===== src/rtl/ad9363_rx_delay_cal.sv =====
// AD9363 receive IDELAY calibration: sweeps all 32 taps and finds the widest
// passing eye. It then loads the eye centre and releases the user clock enable.
module ad9363_rx_delay_cal #(
  parameter int SETTLE_CYCLES  = 64,
  parameter int CHECK_CYCLES   = 1024,
  parameter int TIMEOUT_CYCLES = 4096,
  parameter int MIN_EYE        = 4,
  parameter int DEFAULT_TAP    = 16
) (
  input  logic       user_clk,
  input  logic       rst,
  input  logic       cal_start,
  input  logic       adc_valid,
  input  logic       rx_status,
  output logic [4:0] rx_delay_value,
  output logic       rx_delay_load_en,
  output logic       data_clk_ce,
  output logic       cal_busy,
  output logic       cal_done,
  output logic       cal_fail,
  output logic [4:0] eye_start,
  output logic [5:0] eye_width
);

  localparam int SW = (SETTLE_CYCLES > 1) ? $clog2(SETTLE_CYCLES) : 1;
  localparam int VW = (CHECK_CYCLES > 1) ? $clog2(CHECK_CYCLES) : 1;
  localparam int RW = (TIMEOUT_CYCLES > 1) ? $clog2(TIMEOUT_CYCLES) : 1;

  typedef enum logic [3:0] {
    S_IDLE,
    S_LOAD,
    S_SETTLE,
    S_CHECK,
    S_EVAL,
    S_FINAL,
    S_LOAD_FINAL,
    S_DONE,
    S_FAIL
  } state_t;

  state_t r_state;
  state_t w_next;

  logic [4:0]    r_tap;
  logic [4:0]    r_run_start;
  logic [4:0]    r_best_start;
  logic [4:0]    r_dly;
  logic [4:0]    r_eye_start;
  logic [5:0]    r_run_len;
  logic [5:0]    r_best_len;
  logic [5:0]    r_eye_width;
  logic [SW-1:0] r_settle_cnt;
  logic [VW-1:0] r_valid_cnt;
  logic [RW-1:0] r_raw_cnt;
  logic          r_bad;
  logic          r_load_en;
  logic          r_ce;
  logic          r_busy;
  logic          r_done;
  logic          r_fail;

  logic          w_settle_end;
  logic          w_valid_end;
  logic          w_timeout;
  logic          w_eye_ok;
  logic          w_pass;
  logic [5:0]    w_run_len_inc;
  logic [4:0]    w_run_start_new;
  logic [5:0]    w_center;

  assign w_settle_end    = (r_settle_cnt == SW'(SETTLE_CYCLES - 1));
  assign w_valid_end     = adc_valid &&
                           (r_valid_cnt == VW'(CHECK_CYCLES - 1));
  assign w_timeout       = (r_raw_cnt == RW'(TIMEOUT_CYCLES - 1));
  assign w_eye_ok        = (r_best_len >= 6'(MIN_EYE));
  assign w_pass          = !r_bad;
  assign w_run_len_inc   = r_run_len + 6'd1;
  assign w_run_start_new = (r_run_len == 6'd0) ? r_tap : r_run_start;
  assign w_center        = {1'b0, r_best_start} +
                           ((r_best_len - 6'd1) >> 1);

  always_ff @(posedge user_clk) begin
    if (rst) begin
      r_state <= S_IDLE;
    end else begin
      r_state <= w_next;
    end
  end

  always_comb begin
    w_next = r_state;
    unique case (r_state)
      S_IDLE, S_DONE, S_FAIL: begin
        if (cal_start) w_next = S_LOAD;
      end
      S_LOAD:   w_next = S_SETTLE;
      S_SETTLE: begin
        if (w_settle_end) w_next = S_CHECK;
      end
      S_CHECK: begin
        if (w_valid_end || w_timeout) w_next = S_EVAL;
      end
      S_EVAL:       w_next = (r_tap == 5'd31) ? S_FINAL : S_LOAD;
      S_FINAL:      w_next = S_LOAD_FINAL;
      S_LOAD_FINAL: w_next = w_eye_ok ? S_DONE : S_FAIL;
      default:      w_next = S_IDLE;
    endcase
  end

  always_ff @(posedge user_clk) begin
    if (rst) begin
      r_tap        <= '0;
      r_run_start  <= '0;
      r_best_start <= '0;
      r_dly        <= '0;
      r_eye_start  <= '0;
      r_run_len    <= '0;
      r_best_len   <= '0;
      r_eye_width  <= '0;
      r_settle_cnt <= '0;
      r_valid_cnt  <= '0;
      r_raw_cnt    <= '0;
      r_bad        <= 1'b0;
      r_load_en    <= 1'b0;
      r_ce         <= 1'b0;
      r_busy       <= 1'b0;
      r_done       <= 1'b0;
      r_fail       <= 1'b0;
    end else begin
      r_load_en <= (w_next == S_LOAD) || (w_next == S_LOAD_FINAL);
      r_ce      <= (w_next == S_DONE) || (w_next == S_FAIL);
      r_busy    <= !((w_next == S_IDLE) || (w_next == S_DONE) ||
                     (w_next == S_FAIL));
      case (r_state)
        S_IDLE, S_DONE, S_FAIL: begin
          if (cal_start) begin
            r_tap        <= '0;
            r_run_len    <= '0;
            r_run_start  <= '0;
            r_best_len   <= '0;
            r_best_start <= '0;
            r_dly        <= '0;
            r_done       <= 1'b0;
            r_fail       <= 1'b0;
          end
        end
        S_LOAD: begin
          r_settle_cnt <= '0;
          r_valid_cnt  <= '0;
          r_raw_cnt    <= '0;
          r_bad        <= 1'b0;
        end
        S_SETTLE: begin
          r_settle_cnt <= r_settle_cnt + SW'(1);
        end
        S_CHECK: begin
          r_raw_cnt <= r_raw_cnt + RW'(1);
          if (adc_valid) r_valid_cnt <= r_valid_cnt + VW'(1);
          // A bad sample on the terminal valid cycle still fails the tap
          if ((adc_valid && !rx_status) || (w_timeout && !w_valid_end))
            r_bad <= 1'b1;
        end
        S_EVAL: begin
          if (w_pass) begin
            r_run_len   <= w_run_len_inc;
            r_run_start <= w_run_start_new;
            if (w_run_len_inc > r_best_len) begin
              r_best_len   <= w_run_len_inc;
              r_best_start <= w_run_start_new;
            end
          end else begin
            r_run_len <= '0;
          end
          if (r_tap != 5'd31) begin
            r_tap <= r_tap + 5'd1;
            r_dly <= r_tap + 5'd1;
          end
        end
        S_FINAL: begin
          r_dly <= w_eye_ok ? w_center[4:0] : 5'(DEFAULT_TAP);
        end
        S_LOAD_FINAL: begin
          r_eye_start <= r_best_start;
          r_eye_width <= r_best_len;
          r_done      <= w_eye_ok;
          r_fail      <= !w_eye_ok;
        end
        default: ;
      endcase
    end
  end

  assign rx_delay_value   = r_dly;
  assign rx_delay_load_en = r_load_en;
  assign data_clk_ce      = r_ce;
  assign cal_busy         = r_busy;
  assign cal_done         = r_done;
  assign cal_fail         = r_fail;
  assign eye_start        = r_eye_start;
  assign eye_width        = r_eye_width;

endmodule

===== config.mk =====
export PLATFORM = sky130hd
export DESIGN_NAME = ad9363_rx_delay_cal
export DESIGN_NICKNAME = d
export VERILOG_FILES = /design/src/rtl/ad9363_rx_delay_cal.sv
export SDC_FILE = /design/constraint.sdc
export NUM_CORES = 1
export LEC_CHECK = 0
export CORE_ASPECT_RATIO = 0.8
export CORE_MARGIN = 4
export CORE_UTILIZATION = 54
export CTS_CLUSTER_DIAMETER = 50
export DETAILED_ROUTE_END_ITERATION = 16
export GPL_TIMING_DRIVEN = 0
export PLACE_DENSITY = 0.75
export SLEW_MARGIN = 10
export SYNTH_ARGS = -nofsm -noshare
export SYNTH_HDL_FRONTEND = slang
export SYNTH_SLANG_ARGS = --single-unit

===== constraint.sdc =====
create_clock -name user_clk -period 2.9 [get_ports user_clk]
set_clock_uncertainty 0.2 [all_clocks]
set_input_delay 0.29 -clock user_clk [delete_from_list [all_inputs] [get_ports user_clk]]
set_output_delay 0.29 -clock user_clk [all_outputs]
set_load 0.05 [all_outputs]

==> flow_metrics.tcl <==
set metrics [dict create \
    status "finished, final reports clean" \
    synth-seq-cells 81 \
    p_seq_share_pct 50.0 \
    synth_edf_count 0 \
    postSynthAreaPerCell_um2 8.22 \
    critPathCaptureType "flip-flop" \
    vias 3799 \
    finalHoldViolCount 0 \
    syn_area_um2 4180 \
    critPathKind "flip-flop to flip-flop" \
    postCtsHoldBufs 0 \
    finalCritPeriodShare_pct 95.3 \
    drt-total-wl_um 10100 \
    numCtsBuffers 9 \
    slew_violations 0 \
    ant_nets 0 \
    cp_data_arrival_time_ns 2.84 \
    clockPowerShare_pct 39.0 \
    dpl.hpwl_um 7360 \
    initial_core_util_pct 56.0 \
    hold_class "input port to flip-flop" \
    n_fill_cell 650 \
    nNetsFinal 567 \
    finalSetupViolCount 0 \
    ios 26 \
    required_ns 2.98 \
    switchingPower_uw 606 \
    hold_end "r_state[3]$_SDFF_PP0_" \
    area_delta_synth_final_pct 14.5 \
    antenna_found_initial 0 \
    grt_pass1_wl_um 16900 \
    max_freq_ghz 0.362 \
    startpoint "r_best_len[1]$_SDFFE_PP0P_" \
    period_needed_ns 2.76 \
    final_area_um2 4780 \
    root_buffer "clkbuf_8" \
    max_cap_violations 0 \
    clock_latency_ns 0.36 \
    fin_ws_ns 0.135 \
    p_leak_nw 1.72 \
    internal_power_mw 1.68 \
    drtPass1Iterations 5 \
    synthArstFlopShare_pct 0 \
    start_kind "flip-flop" \
    postPlaceCellArea_um2 4540 \
    worstHoldStart "rst" \
    drt-initial-drc-count 252 \
    yosysWarnings 0 \
    rows 28 \
    numPortBuffers 23 \
    timing.rr.end "rx_delay_value[4]$_SDFFE_PP0P_" \
    die_w_um 106 \
    diodes 0 \
    powerDensity_nw_per_um2 478 \
    grtUsageTotal_pct 23.0 \
    cts_tree "yes" \
    ys_types 54 \
    dieArea_um2 9220 \
    die_y_um 86.7 \
    irDropWorstVdd_mv 0.225 \
    r2r_setup_slack_ns 0.14 \
    syn_inst 508 \
    power_frac_comb_pct 11.0 \
    reg2reg_depth 11 \
    core_area_um2 7460 \
    grt_setup_unrepaired "no" \
    drive_gt1_share_pct 8.79 \
    reg2reg_from "r_best_len[1]$_SDFFE_PP0P_" \
    clockBufferDepth 2 \
    slew_headroom_pct 31.4 \
    place_congestion 0.893 \
    sw_frac_of_total_pct 26.5 \
    numClockSinks 81 \
    holdPathStages 2 \
    grt_overflow 0 \
    grt_start_max_net_pins 14 \
    synth_flop_cell "dfxtp_1" \
    place_ws_ns -0.0798 \
    first_global_vias 3505 \
    instances_no_fill 651 \
    yosysSeqAreaShare_pct 38.8 \
    synth.net_count 533 \
    tightest_slew_ns 1.02 \
    dp.cells 636 \
    drc_errors 0 \
    clkSlewWorstSetupHoldPaths_ns 0.09 \
    wl_per_cell_um 15.5 \
    crit_fanout 5 \
    vias_per_cell 5.84 \
    cts_htree_levels 3 \
]
layer usage:
metal  global-route usage (%)  up-vias  part of all wire [%]  wire length, um
met5                        0        -                     0                0
met1                     33.7     1786                    50             5020
met4                     5.88        0                  0.75               76
met2                     33.4      148                    42             4220
li1                         -     1855                     -                -
met3                     6.33       10                   8.0              807
registers in the layout, summed over array words and instances, names as in the netlist:
name,cells
r_raw_cnt,12
r_valid_cnt,10
eye_width,6
r_best_len,6
r_run_len,6
r_settle_cnt,6
eye_start,5
r_best_start,5
r_run_start,5
r_tap,5
rx_delay_value,5
r_state,4
cal_busy,1
cal_done,1
cal_fail,1
data_clk_ce,1
r_bad,1
rx_delay_load_en,1
how the worst max path moves through the flow:
stage                                      to
2_1_floorplan  rx_delay_value[4]$_SDFFE_PP0P_
3_3_place_gp   rx_delay_value[4]$_SDFFE_PP0P_
3_5_place_dp   rx_delay_value[4]$_SDFFE_PP0P_
4_1_cts        rx_delay_value[4]$_SDFFE_PP0P_
5_1_grt        rx_delay_value[4]$_SDFFE_PP0P_
6_report       rx_delay_value[4]$_SDFFE_PP0P_
per-stage QoR:
stage / utilization, % / hold WS, ns / power, mW / TNS (ns)
after floorplan: - / 0.249 / 1.34 / 0
after CTS: 63.7 / 0.124 / 2.29 / 0
after global routing: 64.1 / 0.149 / 2.38 / 0
after global placement: 60.8 / 0.244 / 1.41 / -0.0408
final: 64.1 / 0.126 / 2.29 / 0
after detailed placement: 60.8 / 0.248 / 1.42 / -0.0798
layout by cell type, fill, tap and decap left out, types with 14 or more instances in the layout:
cell and instances:
o21ai_0 16, nand3_1 21, inv_1 14, clkdlybuf4s50_1 23
nor2_1 80, ha_1 19, nand2_1 52, clkbuf_1 18
nor3_1 15, a21oi_1 46, dfxtp_1 79
power groups by stage:
stage / registers (mW) / clock network (mW) / logic, mW
after floorplan: 1.21 / 0 / 0.131
after global placement: 1.17 / 0 / 0.243
after detailed placement: 1.17 / 0 / 0.245
after CTS: 1.14 / 0.903 / 0.247
after global routing: 1.15 / 0.963 / 0.272
final: 1.14 / 0.893 / 0.251
synthesized netlist by cell type (6+ instances only):
cell type,instances,share of area (%)
a211oi_1,10,1.8
a21oi_1,47,5.6
a21oi_2,7,1.5
a22oi_1,9,1.6
and3_1,8,1.2
clkbuf_1,17,1.5
dfxtp_1,81,39
ha_1,19,5.7
inv_1,14,1.3
mux2i_1,8,1.9
nand2_1,52,4.7
nand3_1,21,2.5
nand3b_1,7,1.3
nand4_1,6,0.90
nor2_1,80,7.2
nor3_1,15,1.8
o21ai_0,16,1.9
or3_1,6,0.90
xnor2_1,13,2.7
xor2_1,10,2.1
timing repair:
action / in CTS / in global routing
buffers inserted: 0 / 0
pin swaps: 1 / 2
setup endpoints to repair: 1 / 7
gates resized for setup: 4 / 5
layout make-up:
| type | count | area, um^2 | area share [%] |
|---|---|---|---|
| buffer | 27 | 146 | 3.06 |
| clock buffer | 10 | 128 | 2.67 |
| clock inverter | 5 | 81.3 | 1.70 |
| inverter | 14 | 52.6 | 1.10 |
| multi-input combinational | 386 | 2390 | 49.9 |
| sequential | 81 | 1630 | 34.0 |
| tap | 105 | 131 | 2.75 |
| timing repair buffer | 23 | 230 | 4.81 |
cells by family (layout without fill, tap and decap cells):
kind of cell / count (synthesis) / in the layout / synth area share, %
muxes: 12 / 12 / 2.99
adders and majority gates: 20 / 20 / 6.17
and+or+nand+nor: 219 / 219 / 25.5
xor gates and xnor gates: 23 / 23 / 4.82
DFF: 81 / 81 / 38.8
AOI/OAI and AO/OA: 112 / 112 / 17.0
buffers and inverters: 41 / 79 / 4.76
worst max-delay path, cell delays in order, from the launching register on:
cell and delay [ns]:
dfxtp_4 0.37, inv_1 0.07, ha_1 0.27, inv_1 0.04, ha_1 0.20, fa_2 0.36
a21o_1 0.17, a21oi_2 0.18, xnor2_2 0.16, xnor2_1 0.09, a221o_1 0.36, a311oi_1 0.20
No activity file was read; power rests on OpenSTA's default activity.
